===== src/rtl/spu_ff_wb.sv =====
// SPU writeback/retire stage: per-pipe latency queues feeding the two
// register-file write ports, operand hazard lookup and branch redirect.
module spu_ff_wb #(
  parameter int DEPTH  = 7,
  parameter int LAT_U0 = 2,
  parameter int LAT_U1 = 4,
  parameter int LAT_U2 = 6,
  parameter int LAT_U3 = 6,
  parameter int LAT_U4 = 4,
  parameter int LAT_U5 = 1
) (
  input  logic         clk,
  input  logic         rst,
  input  logic [127:0] ff_rt_e,
  input  logic [6:0]   ff_rtaddr_e,
  input  logic         ff_wreg_e,
  input  logic [2:0]   ff_uid_e,
  input  logic [127:0] ff_rt_o,
  input  logic [6:0]   ff_rtaddr_o,
  input  logic         ff_wreg_o,
  input  logic [2:0]   ff_uid_o,
  input  logic         ff_branch_flag,
  input  logic [31:0]  ff_branch_target_addr,
  input  logic [6:0]   rd_addr_a,
  input  logic [6:0]   rd_addr_b,
  input  logic [6:0]   rd_addr_c,
  output logic         wb_we_e,
  output logic [6:0]   wb_waddr_e,
  output logic [127:0] wb_wdata_e,
  output logic         wb_we_o,
  output logic [6:0]   wb_waddr_o,
  output logic [127:0] wb_wdata_o,
  output logic         hazard_a,
  output logic         hazard_b,
  output logic         hazard_c,
  output logic         redirect_valid,
  output logic [31:0]  redirect_pc,
  output logic         err_pulse,
  output logic [1:0]   err_status
);

  logic [DEPTH-1:0] ev_q, ev_d, ov_q, ov_d;
  logic [6:0]       ea_q [DEPTH];
  logic [6:0]       ea_d [DEPTH];
  logic [6:0]       oa_q [DEPTH];
  logic [6:0]       oa_d [DEPTH];
  logic [127:0]     ed_q [DEPTH];
  logic [127:0]     ed_d [DEPTH];
  logic [127:0]     od_q [DEPTH];
  logic [127:0]     od_d [DEPTH];

  logic             redirect_valid_q;
  logic [31:0]      redirect_pc_q;
  logic [1:0]       err_status_q, err_status_d;

  int               lat_e, lat_o;
  logic             req_e, req_o, bad_e, bad_o;
  logic             coll_e, coll_o, ins_e, ins_o;
  logic             wr_clash;

  function automatic int lat_of(input logic [2:0] uid);
    case (uid)
      3'd0:    lat_of = LAT_U0;
      3'd1:    lat_of = LAT_U1;
      3'd2:    lat_of = LAT_U2;
      3'd3:    lat_of = LAT_U3;
      3'd4:    lat_of = LAT_U4;
      3'd5:    lat_of = LAT_U5;
      default: lat_of = 1;
    endcase
  endfunction

  // Insertion qualification, collision and bad-uid detection.
  always_comb begin
    lat_e  = lat_of(ff_uid_e);
    lat_o  = lat_of(ff_uid_o);
    req_e  = ff_wreg_e && (ff_uid_e <= 3'd5);
    req_o  = ff_wreg_o && (ff_uid_o <= 3'd5);
    bad_e  = ff_wreg_e && (ff_uid_e > 3'd5);
    bad_o  = ff_wreg_o && (ff_uid_o > 3'd5);
    coll_e = 1'b0;
    coll_o = 1'b0;
    // The entry that will shift into slot[L-1] currently sits in slot[L].
    for (int i = 1; i < DEPTH; i++) begin
      coll_e = coll_e | (ev_q[i] & (lat_e == i));
      coll_o = coll_o | (ov_q[i] & (lat_o == i));
    end
    coll_e       = coll_e & req_e;
    coll_o       = coll_o & req_o;
    ins_e        = req_e & ~coll_e;
    ins_o        = req_o & ~coll_o;
    err_pulse    = coll_e | coll_o | bad_e | bad_o;
    err_status_d = err_status_q | {bad_e | bad_o, coll_e | coll_o};
  end

  // Slot shift with insertion at the latency-selected slot.
  always_comb begin
    ev_d = {1'b0, ev_q[DEPTH-1:1]};
    ov_d = {1'b0, ov_q[DEPTH-1:1]};
    for (int i = 0; i < DEPTH - 1; i++) begin
      ea_d[i] = ea_q[i+1];
      ed_d[i] = ed_q[i+1];
      oa_d[i] = oa_q[i+1];
      od_d[i] = od_q[i+1];
    end
    ea_d[DEPTH-1] = 7'd0;
    ed_d[DEPTH-1] = 128'd0;
    oa_d[DEPTH-1] = 7'd0;
    od_d[DEPTH-1] = 128'd0;
    for (int i = 0; i < DEPTH; i++) begin
      if (ins_e && (lat_e == i + 1)) begin
        ev_d[i] = 1'b1;
        ea_d[i] = ff_rtaddr_e;
        ed_d[i] = ff_rt_e;
      end else begin
        ev_d[i] = ev_d[i];
      end
      if (ins_o && (lat_o == i + 1)) begin
        ov_d[i] = 1'b1;
        oa_d[i] = ff_rtaddr_o;
        od_d[i] = ff_rt_o;
      end else begin
        ov_d[i] = ov_d[i];
      end
    end
  end

  // Operand hazard lookup over live inputs and every valid slot.
  always_comb begin
    hazard_a = (req_e && (ff_rtaddr_e == rd_addr_a)) || (req_o && (ff_rtaddr_o == rd_addr_a));
    hazard_b = (req_e && (ff_rtaddr_e == rd_addr_b)) || (req_o && (ff_rtaddr_o == rd_addr_b));
    hazard_c = (req_e && (ff_rtaddr_e == rd_addr_c)) || (req_o && (ff_rtaddr_o == rd_addr_c));
    for (int i = 0; i < DEPTH; i++) begin
      hazard_a = hazard_a | (ev_q[i] & (ea_q[i] == rd_addr_a)) | (ov_q[i] & (oa_q[i] == rd_addr_a));
      hazard_b = hazard_b | (ev_q[i] & (ea_q[i] == rd_addr_b)) | (ov_q[i] & (oa_q[i] == rd_addr_b));
      hazard_c = hazard_c | (ev_q[i] & (ea_q[i] == rd_addr_c)) | (ov_q[i] & (oa_q[i] == rd_addr_c));
    end
  end

  // State registers: retire queues, redirect and sticky error flags.
  always_ff @(posedge clk or posedge rst) begin
    if (rst) begin
      ev_q             <= '0;
      ov_q             <= '0;
      for (int i = 0; i < DEPTH; i++) begin
        ea_q[i] <= 7'd0;
        oa_q[i] <= 7'd0;
        ed_q[i] <= 128'd0;
        od_q[i] <= 128'd0;
      end
      redirect_valid_q <= 1'b0;
      redirect_pc_q    <= 32'd0;
      err_status_q     <= 2'b00;
    end else begin
      ev_q             <= ev_d;
      ov_q             <= ov_d;
      for (int i = 0; i < DEPTH; i++) begin
        ea_q[i] <= ea_d[i];
        oa_q[i] <= oa_d[i];
        ed_q[i] <= ed_d[i];
        od_q[i] <= od_d[i];
      end
      redirect_valid_q <= ff_branch_flag;
      redirect_pc_q    <= ff_branch_flag ? ff_branch_target_addr : 32'd0;
      err_status_q     <= err_status_d;
    end
  end

  // Odd pipe wins a same-address retire; the even write is suppressed.
  assign wr_clash       = ev_q[0] & ov_q[0] & (ea_q[0] == oa_q[0]);
  assign wb_we_e        = ev_q[0] & ~wr_clash;
  assign wb_waddr_e     = wb_we_e ? ea_q[0] : 7'd0;
  assign wb_wdata_e     = wb_we_e ? ed_q[0] : 128'd0;
  assign wb_we_o        = ov_q[0];
  assign wb_waddr_o     = wb_we_o ? oa_q[0] : 7'd0;
  assign wb_wdata_o     = wb_we_o ? od_q[0] : 128'd0;
  assign redirect_valid = redirect_valid_q;
  assign redirect_pc    = redirect_pc_q;
  assign err_status     = err_status_q;

endmodule


===== config.mk =====
export PLATFORM = sky130hd
export DESIGN_NAME = spu_ff_wb
export DESIGN_NICKNAME = d
export VERILOG_FILES = /design/src/rtl/spu_ff_wb.sv
export SDC_FILE = /design/constraint.sdc
export NUM_CORES = 2
export LEC_CHECK = 0
export ABC_AREA = 1
export BUFFER_PORTS_ARGS = -buffer_cell sky130_fd_sc_hd__buf_2
export CAP_MARGIN = 20
export CORE_MARGIN = 1.5
export CORE_UTILIZATION = 53
export DETAILED_ROUTE_END_ITERATION = 12
export PLACE_DENSITY = 0.75
export SLEW_MARGIN = 20
export SYNTH_ARGS = -nofsm -noshare
export SYNTH_HDL_FRONTEND = slang
export SYNTH_SLANG_ARGS = --single-unit

===== constraint.sdc =====
create_clock -name clk -period 62.7 [get_ports clk]
set_input_delay 6.27 -clock clk [delete_from_list [all_inputs] [get_ports clk]]
set_output_delay 6.27 -clock clk [all_outputs]
set_load 0.01 [all_outputs]

# After elaboration in Yosys (flattened, before gate mapping)
# Cells that the tools add are included.
# W data, S select, Z words.
# totals
output_inout_bits,311
reg_bits,1939
wordCells,311
# classes
n_bitwise,121
reduce_logical,33
mux,49
eq_ne,71
order_cmp,4
# op_table
op,count
$mux W128,16
$eq A7 B7 Y1,49
$eq A32 B4 Y1 const B,8
$eq A32 B3 Y1 const B,4
$mux W7,16
$eq A32 B2 Y1 const B,2
$and A1 B1 Y1,61
$or A1 B1 Y1,56
$mux W32,1
$logic_and A1 B1 Y1,24
$pmux W3 S3,2
$mux W1,14
$eq A3 B2 Y1 const B,4
$reduce_or A2 Y1,4
$eq A3 B1 Y1 const B,2
$eq A3 B3 Y1 const B,2
$gt A3 B3 Y1 const B,2
$le A3 B3 Y1 const B,2
$logic_not A3 Y1,2
$logic_or A1 B1 Y1,3
$not A1 Y1,3
$or A2 B2 Y2,1

# Depth between registers and ports, before layout
# logic_depth
word_depth,18
mapped_depth,12
depth_no_buf,10

# Worst setup path before layout
# OpenSTA, ideal clock, no wires.
# synth_path
path_type,input-to-output
from,input rd_addr_c[3]
to,output hazard_c
cell_stages,11
t_arrival_ps,7435
n_path_buf,2
path_slack_ps,48995
required_time_ps,56430
cell_sequence,clkbuf_1 -> inv_1 -> clkbuf_1 -> o21ai_0 -> nor2_1 -> nand2_1 -> nor2_1 -> nor2_1 -> nand2_1 -> nor2_1 -> nand2_1
# synth_between
elab_chain_cells,17
# synth_rtl
element,line_no,source
start: declaration,26,"input logic [6:0] rd_addr_c,"
$eq A7 B7 Y1,132,hazard_c = (req_e && (ff_rtaddr_e == rd_addr_c)) || (req_o && (ff_rtaddr_o == rd_addr_c));
$logic_and A1 B1 Y1,132,
$logic_or A1 B1 Y1,132,
$or A1 B1 Y1 (13 in a row),136,hazard_c = hazard_c | (ev_q[i] & (ea_q[i] == rd_addr_c)) | (ov_q[i] & (oa_q[i] == rd_addr_c));
$or A1 B1 Y1 *,136,
end: declaration,35,"output logic hazard_c,"
# Every way passes the cells marked *; elsewhere a longest branch is shown, timed or not.

# Worst setup path in the final report
# layout_path
from,input ff_uid_e[1]
to,output err_pulse
# layout_between
elab_chain_cells,14
# layout_rtl
element,line_no,source
start: declaration,17,"input logic [2:0] ff_uid_e,"
$eq A3 B3 Y1 (tied with other cells),62,case (uid)
$reduce_or A2 Y1 (no source line),n/a,
$pmux W3 S3,62,
$eq A32 B2 Y1 / $eq A32 B3 Y1 (equally long branches),85,coll_e = coll_e | (ev_q[i] & (lat_e == i));
$and A1 B1 Y1,85,
$or A1 B1 Y1 (5 in a row),85,
$and A1 B1 Y1,88,coll_e = coll_e & req_e;
$or A1 B1 Y1,92,err_pulse = coll_e | coll_o | bad_e | bad_o;
$or A1 B1 Y1 * (2 in a row),92,
end: declaration,38,"output logic err_pulse,"
# Marked as above.

==> impl_metrics.toml <==
[layout]
final_instance_count_excl_fillers = 9704
filler_cell_count = 11000
layout_cell_share_with_drive_strength_beyond_1_pct = 14.0
final_net_count = 8078
syn2layout_area_growth_pct = 12.5

[routing]
detail-route-antenna-nets = 0
firstDrtPassIters = 7
drc = 0
detail_route.iter0.violations = 4535
routed_wl_um = 183000
detail_route.wl_per_cell_um = 18.8
vias_after_detailed_routing = 51100
routed_via_density = 5.26

[worst_setup_path]
chain_of_cells_forming_the_critical_path = "buf_2, nor3_4, buf_4, buf_4, nor3_4, a21oi_4, nand2b_1, nand3_1, buf_2"
kind_of_launch_point_of_the_worst_setup_path = "primary input"
worst_path_max_delay_cell = "buf_4"
timing.critical_path.to_type = "output port"
crit_fanout = 42
cp.arrival_ps = 8840
critical_path.max_stage_delay_ps = 590
critPathKind = "in2out"
worst_path_required_ps = 56430

[power_and_ir_drop]
cellLeakagePower_nw = 43.7
power.density_cell_area_mw_per_mm2 = 34.3
worst_ir_drop_vdd_mv = 0.0262

[global_route]
grt_pass1_vias = 50800
gr-total-overflow = 0
grt_first_pass_wirelength_um = 286000
gr-usage-all-layers_pct = 26.0
largest_net_degree_at_the_start_of_global_routing = 234
grt_antenna_before_repair = 28

[clock_tree]
clkLatencyLatePin_ps = 810
cts_htree_levels = 4
clkSlewWorstSetupHoldPaths_ps = 60
clock-root-buffer = "clkbuf_16"
cts_resized = 0
postCtsSetupBuffers = 0
cts_hold_buffers = 0
tritoncts = "yes"
cts_num_sinks = 1939
max-clock-path-buffers = 3
cts_buffers = 187

[hold_path]
timing.hold.worst.class = "reg2reg"

[synthesis]
synthesis.area_per_instance_um2 = 9.74
synthDistinctLibCells = 36
ys_warn_count = 0
netlist_area_mm2 = 0.0737
synth_seq_area_share_pct = 65.8
synth_cells = 7569
synth-seq-cells = 1939

[floorplanning]
dieArea_mm2 = 0.141
fp.dieH_um = 376
initial_utilization_pct = 53.5
die_x_um = 376
io_pins = 645
floorplan.rows = 136
placeableCoreArea_mm2 = 0.138

[timing]
slew_of_the_pin_with_the_lowest_slew_margin_ps = 1260
finalWorstSetupSlack_ps = 47590
hold-worst-slack_ps = 321
maxSlewViolCount = 0
timing.final.crit_period_ps = 15110
fmax_achieved_mhz = 66.2
final_hold_viol_count = 0
setup_violations = 0
clock_tree_skew_after_final_layout_ps = 42.4
rsz0062_at_grt = "false"
finalSetupTns_ps = 0
final.period_utilization_pct = 24.1
slew_headroom_pct = 15.7

[outcome]
outcome = "finished, final reports clean"

[place]
placement_setup_slack_ps = 47660
port_buffers = 644
place_congestion = 0.916
placed_cells_incl_taps = 9345
detailedPlacementHpwl_um = 110000

[run]
timing.max_cap.violations = 0
-- per-stage QoR --
step | util [%] | power (mW) | cell area [µm²]
4_1_cts | 60.1 | 2.87 | 82800
5_1_grt | 60.2 | 2.96 | 83000
6_report | 60.2 | 2.85 | 83000
3_3_place_gp | 55.3 | 1.69 | 76300
2_1_floorplan | - | 1.62 | 74800
3_5_place_dp | 55.3 | 1.70 | 76300
-- worst paths after layout --
path	start	to	slack, ps	cells past startpoint
setup / recovery	ff_uid_e[1]	err_pulse	47590	9
hold / removal	ed_q[198]	ed_q[326]	320	0
setup reg to reg	ev_q[1]	ea_q[38]	58200	9
hold reg to reg	ed_q[198]	ed_q[326]	320	0
max in group asynchronous	rst	ov_q[0]	52010	9
min in group asynchronous	rst	od_q[665]	5550	2
-- layout make-up --
| type | instances | area [µm²] | area share (%) |
|---|---|---|---|
| antenna | 11 | 27.5 | 0.0332 |
| clock inverter | 56 | 837 | 1.01 |
| clock buffer | 288 | 5690 | 6.86 |
| sequential | 1939 | 48500 | 58.5 |
| inverter | 575 | 2170 | 2.61 |
| multi-input combinational | 4334 | 19600 | 23.6 |
| tap | 1794 | 2240 | 2.71 |
| timing repair buffer | 707 | 3870 | 4.67 |
-- cells in the mapped netlist (all sizes together) --
cell type  count  area, µm²
a21boi         4       30.0
a21oi         22        133
a22oi          4       30.0
buf          226       1710
clkbuf       766       2880
clkinv         4       15.0
conb           1       3.75
dfrtp       1939      48500
inv          571       2140
nand2       2325       8730
nand2b         1       6.26
nand3         39        195
nand3b         4       42.5
nand4        558       3550
nor2         351       1320
nor3           7       50.1
nor3b          2       15.0
o211ai         5       37.5
o21a           2       15.0
o21ai        634       3440
o22ai          8       50.1
or2            2       12.5
xnor2         45        394
xor2          49        429
-- metal layers --
layer | share of wire [%] | GRT usage, % | vias to the layer above
met5 | 0.037 | 0 | -
met4 | 4.9 | 13.0 | 12
met3 | 6.5 | 4.72 | 477
met2 | 48 | 41.5 | 1832
met1 | 41 | 34.3 | 25400
li1 | - | - | 23400
-- layout by cell type (no fill, tap or decap), types with 4 or more instances in the layout --
| cell | instances |
|---|---|
| dfrtp_1 | 1938 |
| clkbuf_8 | 57 |
| o21ai_1 | 155 |
| xor2_1 | 49 |
| o211ai_1 | 5 |
| diode_2 | 11 |
| clkinv_16 | 4 |
| nor2_1 | 349 |
| a21boi_0 | 4 |
| buf_4 | 48 |
| nand4_1 | 554 |
| nand2_1 | 2324 |
| nand4_4 | 4 |
| clkinv_1 | 4 |
| inv_8 | 4 |
| o21ai_0 | 409 |
| conb_1 | 272 |
| buf_2 | 644 |
| o22ai_1 | 8 |
| nand3_1 | 35 |
| nor3_1 | 4 |
| a21oi_1 | 18 |
| xnor2_1 | 45 |
| bufinv_16 | 13 |
| clkbuf_1 | 41 |
| a22oi_1 | 4 |
| o21ai_2 | 70 |
| clkinv_2 | 20 |
| inv_1 | 568 |
| nand3_4 | 4 |
| clkbuf_16 | 190 |
| buf_12 | 8 |
| buf_6 | 4 |
| clkinv_4 | 4 |
-- flip-flops by register name, indices dropped and copies added, names as in the netlist --
signal and flops:
ov_q 7, oa_q 49, ed_q 896, ev_q 7
ea_q 49, err_status 2, redirect_valid 1, od_q 896
redirect_pc 32
-- cell families after synthesis --
kind of cell,after synthesis,share of synthesized area [%]
buffers and inverters,1567,9.15
XOR/XNOR,94,1.12
AO/OA/AOI/OAI,679,5.06
other,1,0.00509
AND/OR/NAND/NOR,3289,18.9
flip-flops,1939,65.8
-- worst max-delay path: cells and delay by family --
family	cells	cell delay, ps
buffers and inverters	4	1390
AND/OR/NAND/NOR	4	920
AO/OA/AOI/OAI	1	170
-- power by group --
| group | leakage, nW | total [mW] | internal [mW] | switching [mW] |
|---|---|---|---|---|
| registers | 22.8 | 1.40 | 1.36 | 0.0443 |
| logic | 17.7 | 0.280 | 0.0828 | 0.198 |
| clock network | 3.21 | 1.16 | 0.683 | 0.478 |
| total | 43.7 | 2.85 | 2.13 | 0.720 |
Note: power is estimated with default switching activity, not from simulation.
